--- config.mk ---
export PLATFORM = sky130hd
export DESIGN_NAME = cadd_arbiter
export DESIGN_NICKNAME = d
export VERILOG_FILES = /design/src/rtl/cadd_arbiter.sv
export SDC_FILE = /design/constraint.sdc
export NUM_CORES = 1
export LEC_CHECK = 0
export CELL_PAD_IN_SITES_DETAIL_PLACEMENT = 1
export CELL_PAD_IN_SITES_GLOBAL_PLACEMENT = 1
export CORE_ASPECT_RATIO = 0.7
export CORE_MARGIN = 3
export CORE_UTILIZATION = 30
export DETAILED_ROUTE_END_ITERATION = 10
export PLACE_DENSITY = 0.95
export SLEW_MARGIN = 15
export SYNTH_ARGS = -nofsm -noshare
export SYNTH_HDL_FRONTEND = slang
export SYNTH_SLANG_ARGS = --single-unit
--- constraint.sdc ---
create_clock -name clk -period 5.69 [get_ports clk]
set_clock_uncertainty 0.2 [all_clocks]
set_input_delay 0.8535 -clock clk [delete_from_list [all_inputs] [get_ports clk]]
set_output_delay 0.8535 -clock clk [all_outputs]
set_load 0.01 [all_outputs]
--- src/rtl/cadd_arbiter.sv ---
// cadd_arbiter: round-robin arbiter sharing one complex adder among NUM_REQ
// requesters. The granted operand pair is summed by cadd and captured in a
// one-entry output slot tagged with the requester index.
//
// Ports:
//   clk, rst_n              clock, async active-low reset
//   req_valid / req_ready   per-requester handshake (ready is one-hot or zero)
//   req_ar/ai/br/bi         packed S3.4 operands, requester i at [i*W +: W]
//   out_valid / out_ready   result slot handshake
//   out_pr, out_pi          signed sum, one bit wider than the operands
//   out_tag                 index of the requester that produced the sum
//   perf_done, perf_stall   saturating counters, present only when
//                           CADD_ARB_PERF_EN is defined
//
// Widths normally come from fixed_point_params.vh; defaults are provided
// here so the file stands alone.
//
// State | meaning
// ------+----------------------------
// IDLE  | output slot empty
// FULL  | output slot holds a result

`ifndef TOTAL_WIDTH
`define TOTAL_WIDTH 8
`endif
`ifndef ADD_WIDTH
`define ADD_WIDTH 9
`endif

module cadd #(
   parameter int W  = `TOTAL_WIDTH,
   parameter int AW = `ADD_WIDTH
) (
   input  logic [W-1:0]  i_ar,
   input  logic [W-1:0]  i_ai,
   input  logic [W-1:0]  i_br,
   input  logic [W-1:0]  i_bi,
   output logic [AW-1:0] o_pr,
   output logic [AW-1:0] o_pi
);
   // sign-extend before adding so the full sum range fits without wrap
   assign o_pr = {{(AW-W){i_ar[W-1]}}, i_ar} + {{(AW-W){i_br[W-1]}}, i_br};
   assign o_pi = {{(AW-W){i_ai[W-1]}}, i_ai} + {{(AW-W){i_bi[W-1]}}, i_bi};
endmodule

module cadd_arbiter #(
   parameter int NUM_REQ   = 4,
   parameter int TAG_WIDTH = 2
) (
   input  logic                            clk,
   input  logic                            rst_n,
   input  logic [NUM_REQ-1:0]              req_valid,
   output logic [NUM_REQ-1:0]              req_ready,
   input  logic [NUM_REQ*`TOTAL_WIDTH-1:0] req_ar,
   input  logic [NUM_REQ*`TOTAL_WIDTH-1:0] req_ai,
   input  logic [NUM_REQ*`TOTAL_WIDTH-1:0] req_br,
   input  logic [NUM_REQ*`TOTAL_WIDTH-1:0] req_bi,
   output logic                            out_valid,
   input  logic                            out_ready,
   output logic [`ADD_WIDTH-1:0]           out_pr,
   output logic [`ADD_WIDTH-1:0]           out_pi,
   output logic [TAG_WIDTH-1:0]            out_tag
`ifdef CADD_ARB_PERF_EN
   ,
   output logic [15:0]                     perf_done,
   output logic [15:0]                     perf_stall
`endif
);
   localparam int TW = `TOTAL_WIDTH;

   typedef enum logic {ST_IDLE, ST_FULL} state_t;

   state_t                 r_state, w_state_nxt;
   logic [TAG_WIDTH-1:0]   r_rr_ptr;
   logic [TAG_WIDTH-1:0]   w_gidx;
   logic                   w_found;
   logic                   w_can_accept;
   logic [NUM_REQ-1:0]     w_grant;
   logic                   w_xfer;
   logic [TW-1:0]          w_ar, w_ai, w_br, w_bi;
   logic [`ADD_WIDTH-1:0]  w_pr, w_pi;

   assign w_can_accept = (r_state == ST_IDLE) | out_ready;

   // first valid requester at or after the round-robin pointer
   always_comb begin
      int idx;
      w_gidx  = '0;
      w_found = 1'b0;
      idx     = 0;
      for (int k = 0; k < NUM_REQ; k++) begin
         idx = int'(r_rr_ptr) + k;
         if (idx >= NUM_REQ) idx = idx - NUM_REQ;
         if (!w_found && req_valid[idx]) begin
            w_found = 1'b1;
            w_gidx  = TAG_WIDTH'(idx);
         end
      end
   end

   always_comb begin
      w_grant = '0;
      if (w_found && w_can_accept) w_grant[w_gidx] = 1'b1;
   end

   // rst_n gate keeps ready low while reset is held even though IDLE accepts
   assign req_ready = w_grant & {NUM_REQ{rst_n}};
   assign w_xfer    = |(req_ready & req_valid);

   assign w_ar = req_ar[int'(w_gidx)*TW +: TW];
   assign w_ai = req_ai[int'(w_gidx)*TW +: TW];
   assign w_br = req_br[int'(w_gidx)*TW +: TW];
   assign w_bi = req_bi[int'(w_gidx)*TW +: TW];

   cadd #(.W(TW), .AW(`ADD_WIDTH)) u_cadd (
      .i_ar (w_ar),
      .i_ai (w_ai),
      .i_br (w_br),
      .i_bi (w_bi),
      .o_pr (w_pr),
      .o_pi (w_pi)
   );

   always_ff @(posedge clk or negedge rst_n) begin
      if (!rst_n) r_state <= ST_IDLE;
      else        r_state <= w_state_nxt;
   end

   always_comb begin
      w_state_nxt = r_state;
      case (r_state)
         ST_IDLE: if (w_xfer) w_state_nxt = ST_FULL;
         ST_FULL: if (out_ready && !w_xfer) w_state_nxt = ST_IDLE;
         default: w_state_nxt = ST_IDLE;
      endcase
   end

   always_ff @(posedge clk or negedge rst_n) begin
      if (!rst_n) begin
         out_pr   <= '0;
         out_pi   <= '0;
         out_tag  <= '0;
         r_rr_ptr <= '0;
      end else if (w_xfer) begin
         out_pr  <= w_pr;
         out_pi  <= w_pi;
         out_tag <= w_gidx;
         if (w_gidx == TAG_WIDTH'(NUM_REQ-1)) r_rr_ptr <= '0;
         else                                 r_rr_ptr <= w_gidx + 1'b1;
      end
   end

   assign out_valid = (r_state == ST_FULL);

`ifdef CADD_ARB_PERF_EN
   logic [15:0] r_perf_done, r_perf_stall;

   always_ff @(posedge clk or negedge rst_n) begin
      if (!rst_n) begin
         r_perf_done  <= '0;
         r_perf_stall <= '0;
      end else begin
         if (out_valid && out_ready && r_perf_done != 16'hFFFF)
            r_perf_done <= r_perf_done + 16'd1;
         // one count per cycle in which at least one valid requester waits
         if ((|(req_valid & ~req_ready)) && r_perf_stall != 16'hFFFF)
            r_perf_stall <= r_perf_stall + 16'd1;
      end
   end

   assign perf_done  = r_perf_done;
   assign perf_stall = r_perf_stall;
`endif
endmodule
==> flow_metrics.tcl, run 1 <==
set metrics [dict create \
    grt_max_degree 69 \
    ctsHtreeMaxLevel 1 \
    grt_busiest_layer "met2" \
    drtAntennaViolNets 0 \
    clock_path_buffers 2 \
    n_fill_cell 994 \
    antenna_cells 0 \
    grt-ovfl-total 0 \
    wl_per_cell_um 16.2 \
    grt_util_met1_pct 20.1 \
    required_ns 4.64 \
    hp-start "out_pr[4]$_DFFE_PN0P_" \
    ys_seq_area_share_pct 21.1 \
    drc_errors 0 \
    peakVddDrop_v 0.000195 \
    die_w_um 120 \
    wl_um 8890 \
    grt_pass1_wl_um 14200 \
    drtIter0Drc 47 \
    slew_headroom_pct 41.4 \
    routed_via_density 4.93 \
    status "finished, final reports clean" \
    cts_hold_buf 0 \
    design_area_um2 4470 \
    leakage_nw 1.96 \
    ys_types 46 \
    drive_gt1_share_pct 4.90 \
    yosysWarnings 0 \
    area_growth_pct 63.9 \
    layout_setup_ws_ns 1.29 \
    grt_pass1_vias 2907 \
    layout_commonest_cell "clkdlybuf4s50_1" \
    cts_made_buffers 3 \
    ys_ff_latch 23 \
    dp_hpwl_um 7580 \
    placed_cell_area_um2 4390 \
    syn_area_per_cell_um2 9.90 \
    cts.sinks 23 \
    period_share_pct 77.4 \
    synth-edff-count 0 \
    vias 2706 \
    most-common-layout-cells "159 x clkdlybuf4s50_1, 96 x mux2i_1, 23 x dfrtp_1" \
    worstMarginPinSlew_ns 0.879 \
    place_congestion 0.746 \
    root_buffer "clkbuf_16" \
    dr.pass1.iters 4 \
    fin_tns_setup_ns 0 \
    maxSlewViolCount 0 \
    crit_path_end_kind "primary output" \
    post_cts_buffers 0 \
    rsz0062_at_grt "false" \
    grtUsageMet3_pct 4.28 \
    cts_resized 0 \
    cts_tree "yes" \
    fin_crit_ns 4.40 \
    num_io_pins 160 \
    rows 28 \
    grt.total_usage_pct 16.8 \
    clk_pin_slew_ns 0.06 \
    rr_worst_depth 13 \
    port_buffers 159 \
    async_flop_share_pct 100 \
    finalPower_w 0.00193 \
    finalNetCount 587 \
    path_class "primary input to primary output" \
    synth_nets 432 \
    r2r-start "r_rr_ptr[0]$_DFFE_PN0P_" \
    start_util_pct 31.5 \
    grt_antenna_before_repair 0 \
    r2r_slack_ns 2.10 \
    netlist_area_um2 2720 \
    cap_violations 0 \
    synthesis.instances 275 \
    power.density_nw_per_um2 431 \
    r2r_end "out_pr[6]$_DFFE_PN0P_" \
    worstSetupStartpointType "primary input" \
    dp_slack_ns 1.09 \
    min_path_type "flop to flop" \
    crit_fanout 68 \
    hold_path_end "out_pr[4]$_DFFE_PN0P_" \
    hold_violations 0 \
    min_path_cells 2 \
    ys.flop_type "dfrtp_1" \
    fmax_mhz 227 \
    worst_ep_arrival_time_ns 3.35 \
    clock_latency_ns 0.25 \
    setup_viol 0 \
    core-area_um2 8650 \
    die_y_um 85.7 \
    dieArea_um2 10300 \
    met2_usage_pct 31.7 \
]
-- report_power, final --
group          internal, W  total (W)  switching, W  leakage (nW)
logic             0.000749    0.00147      0.000723          1.64
clock network    0.0000956   0.000152     0.0000569        0.0382
registers         0.000246   0.000301     0.0000549         0.281
-- worst max path at each step --
stage | startpoint | end | slack [ns] | cells after the start
after floorplan | req_valid[2] | out_pr[6]$_DFFE_PN0P_ | 2.04 | 14
after global placement | req_valid[1] | out_pr[6]$_DFFE_PN0P_ | 1.26 | 14
after detailed placement | req_valid[1] | out_pr[6]$_DFFE_PN0P_ | 1.09 | 14
after CTS | req_valid[1] | req_ready[3] | 1.27 | 8
after global routing | req_valid[1] | out_pr[6]$_DFFE_PN0P_ | 1.05 | 14
final | req_valid[1] | req_ready[3] | 1.29 | 8
-- sequential cells by signal (all words and copies together) (netlist names) --
name,cells
out_pi,9
out_tag,2
out_valid,1
out_pr,9
r_rr_ptr,2
-- Yosys cell counts, types with 2 or more instances --
library cell / number / share of area [%]
o22ai_1: 3 / 0.69
mux2i_1: 96 / 35
buf_12: 3 / 2.2
ha_1: 20 / 9.2
nand2b_1: 3 / 0.69
a211oi_1: 7 / 1.9
nor2_1: 7 / 0.96
dfrtp_1: 23 / 21
inv_1: 5 / 0.69
buf_4: 5 / 1.4
nor2b_1: 4 / 0.92
nand2_1: 17 / 2.3
a21o_1: 6 / 1.7
buf_1: 2 / 0.28
mux2_2: 3 / 1.2
o21ai_1: 6 / 1.1
xor2_1: 7 / 2.3
or2_2: 3 / 0.69
inv_2: 2 / 0.28
and2_1: 4 / 0.92
clkbuf_1: 2 / 0.28
o21ai_0: 10 / 1.8
a21oi_1: 4 / 0.73
buf_2: 2 / 0.37
fa_1: 2 / 1.5
a22oi_1: 2 / 0.55
mux2_1: 3 / 1.2
o31ai_1: 5 / 1.4
a311oi_1: 2 / 0.64
-- stage by stage --
stage               hold WS, ns  cells  utilization, %
detailed placement        0.275    545            50.7
global placement          0.261    545            50.7
finish                    0.289    549            51.6
floorplan                 0.285    275               -
global route              0.310    549            51.6
CTS                       0.288    549            51.6
-- worst max-delay path, cell delays in order --
cell,delay (ns)
clkdlybuf4s50_1,0.56
nand2b_1,0.15
a21oi_2,0.08
a211oi_4,0.26
buf_12,0.42
ha_1,0.33
and2_1,0.15
clkdlybuf4s50_1,0.53
-- cells by family (layout without fill, tap and decap cells) --
group | count (synthesis) | count (layout) | share of synthesized area (%)
buffers and inverters | 22 | 176 | 6.02
and+or+nand+nor | 41 | 41 | 7.26
muxes | 102 | 102 | 37.8
adders and majority gates | 22 | 22 | 10.7
AOI/OAI and AO/OA | 57 | 57 | 14.6
DFF | 23 | 23 | 21.1
xor gates and xnor gates | 8 | 8 | 2.57
-- cell type report --
cell class / instances / area [um2] / share of cell area, %
clock buffer: 4 / 78.8 / 1.77
sequential: 23 / 576 / 12.9
multi-input combinational: 230 / 1990 / 44.5
tap: 120 / 150 / 3.36
timing repair buffer: 165 / 1650 / 36.9
inverter: 7 / 26.3 / 0.588
-- layer usage --
metal | part of all wire (%) | vias up
li1 | - | 1334
met1 | 41 | 1289
met2 | 52 | 81
met3 | 6.0 | 2
met4 | 0.34 | 0
met5 | 0 | -
Power figures use the tool's default switching activity.
==> inputs of run 2 (changes only) <==
Settings changed: CORE_UTILIZATION 30 to 28, PLACE_DENSITY 0.95 to 0.91.
Clock period 5.69 ns to 4.3 ns, I/O delays scaled along.
==> run 2 against run 1 <==
Non-clock buffer count is 3 higher. Cell count rose by 1.3%. Critical path depth up 2. Global-route usage is 0.13 points lower. First-iteration DRC count grew 100%. Worst setup slack worse by 0.98 ns. Total power rose by 36%. Wire length up 5.9%. Combinational power rose by 37%. Die area is 6.7% higher. Count of clock-buffer cells in the layout is 1 lower.
==> flow_metrics.tcl, run 2 (synthesized netlist as in run 1, its figures left out) <==
set metrics [dict create \
    cts_tree "yes" \
    area_growth_pct 66.0 \
    rows 29 \
    fmax_mhz 251 \
    hold_violations 0 \
    path_class "primary input to primary output" \
    rsz0062_at_grt "false" \
    peakVddDrop_v 0.000193 \
    finalNetCount 590 \
    crit_fanout 36 \
    dr.pass1.iters 4 \
    grt-ovfl-total 0 \
    maxSlewViolCount 0 \
    worstMarginPinSlew_ns 0.490 \
    required_ns 3.45 \
    drc_errors 0 \
    drtIter0Drc 95 \
    cts_resized 0 \
    crit_path_end_kind "primary output" \
    power.density_nw_per_um2 579 \
    layout_setup_ws_ns 0.308 \
    start_util_pct 29.4 \
    drive_gt1_share_pct 5.79 \
    wl_per_cell_um 16.9 \
    leakage_nw 1.98 \
    ctsHtreeMaxLevel 1 \
    wl_um 9410 \
    fin_crit_ns 3.99 \
    worstSetupStartpointType "primary input" \
    grt_max_degree 42 \
    port_buffers 159 \
    slew_headroom_pct 67.3 \
    routed_via_density 4.89 \
    drtAntennaViolNets 0 \
    min_path_type "flop to flop" \
    dp_slack_ns 0.0699 \
    post_cts_buffers 0 \
    cts_hold_buf 0 \
    worst_ep_arrival_time_ns 3.15 \
    num_io_pins 160 \
    status "finished, final reports clean" \
    clock_latency_ns 0.25 \
    grt_pass1_vias 3016 \
    cts_made_buffers 3 \
    layout_commonest_cell "clkdlybuf4s50_1" \
    fin_tns_setup_ns 0 \
    dieArea_um2 11000 \
    antenna_cells 0 \
    clk_pin_slew_ns 0.07 \
    cap_violations 0 \
    core-area_um2 9250 \
    root_buffer "clkbuf_16" \
    reg.largest.list "out_pi x9, out_pr x9" \
    place_congestion 0.788 \
    cts.sinks 23 \
    setup_viol 0 \
    grt_pass1_wl_um 14500 \
    vias 2719 \
    dp_hpwl_um 8030 \
    clock_path_buffers 2 \
    grt.total_usage_pct 16.6 \
    die_y_um 88.5 \
    die_w_um 124 \
    most-common-layout-cells "159 x clkdlybuf4s50_1, 96 x mux2i_1, 23 x dfrtp_1" \
    period_share_pct 92.8 \
    grt_antenna_before_repair 0 \
]
run 2: cell count changes in the layout (fill, tap and decap cells not counted):
cell / before / now
buf_12: 1 / 3
clkinvlp_4: 0 / 1
buf_4: 5 / 6
clkbuf_1: 1 / 0
run 2: worst max-delay path, cell delays in order:
cell             delay (ns)
clkdlybuf4s50_1        0.55
nand2b_1               0.15
a21oi_2                0.07
a211oi_4               0.26
buf_12                 0.29
buf_4                  0.27
inv_2                  0.07
ha_1                   0.21
and2_1                 0.14
clkdlybuf4s50_1        0.47
run 2: where the power goes:
| part | internal, W | leakage (nW) | switching [W] |
|---|---|---|---|
| Combinational | 0.00103 | 1.67 | 0.000988 |
| Clock | 0.000126 | 0.0371 | 0.0000819 |
| Sequential | 0.000325 | 0.281 | 0.0000711 |
| Total | 0.00148 | 1.98 | 0.00114 |
run 2: path summary, 6_finish.rpt:
path,from,to,slack (ns),cells past startpoint
setup / recovery,req_valid[1],req_ready[2],0.31,10
hold / removal,out_pr[3]$_DFFE_PN0P_,out_pr[3]$_DFFE_PN0P_,0.28,2
setup reg to reg,r_rr_ptr[0]$_DFFE_PN0P_,out_pi[5]$_DFFE_PN0P_,0.85,13
hold reg to reg,out_pr[3]$_DFFE_PN0P_,out_pr[3]$_DFFE_PN0P_,0.28,2
max in group asynchronous,rst_n,out_pr[6]$_DFFE_PN0P_,3.07,2
min in group asynchronous,rst_n,out_pi[0]$_DFFE_PN0P_,0.59,2
run 2: final cells by class:
type                    count  area (um2)
clock buffers               3        75.1
flip-flops and latches     23         576
repair buffers            168        1700
fillers                  1062        4730
clock inverters             1        7.51
multi-input cells         230        1990
well taps                 124         155
inverters                   7        26.3
run 2: through the flow:
step / util [%] / hold WS [ns] / std cells / power, W / area [um2]
final: 48.9 / 0.283 / 556 / 0.00262 / 4520
after floorplan: - / 0.149 / 275 / 0.00178 / 2720
after global routing: 48.9 / 0.312 / 556 / 0.00286 / 4520
after CTS: 48.9 / 0.290 / 556 / 0.00266 / 4520
after global placement: 48.0 / 0.264 / 552 / 0.00233 / 4440
after detailed placement: 48.0 / 0.274 / 552 / 0.00243 / 4440
run 2: layer usage:
| layer | track usage (%) | wire length, um | vias up |
|---|---|---|---|
| met5 | 0 | 0 | - |
| met4 | 1.41 | 34 | 0 |
| met1 | 20.1 | 3950 | 1308 |
| met3 | 4.35 | 576 | 2 |
| met2 | 30.9 | 4850 | 67 |
| li1 | - | - | 1342 |
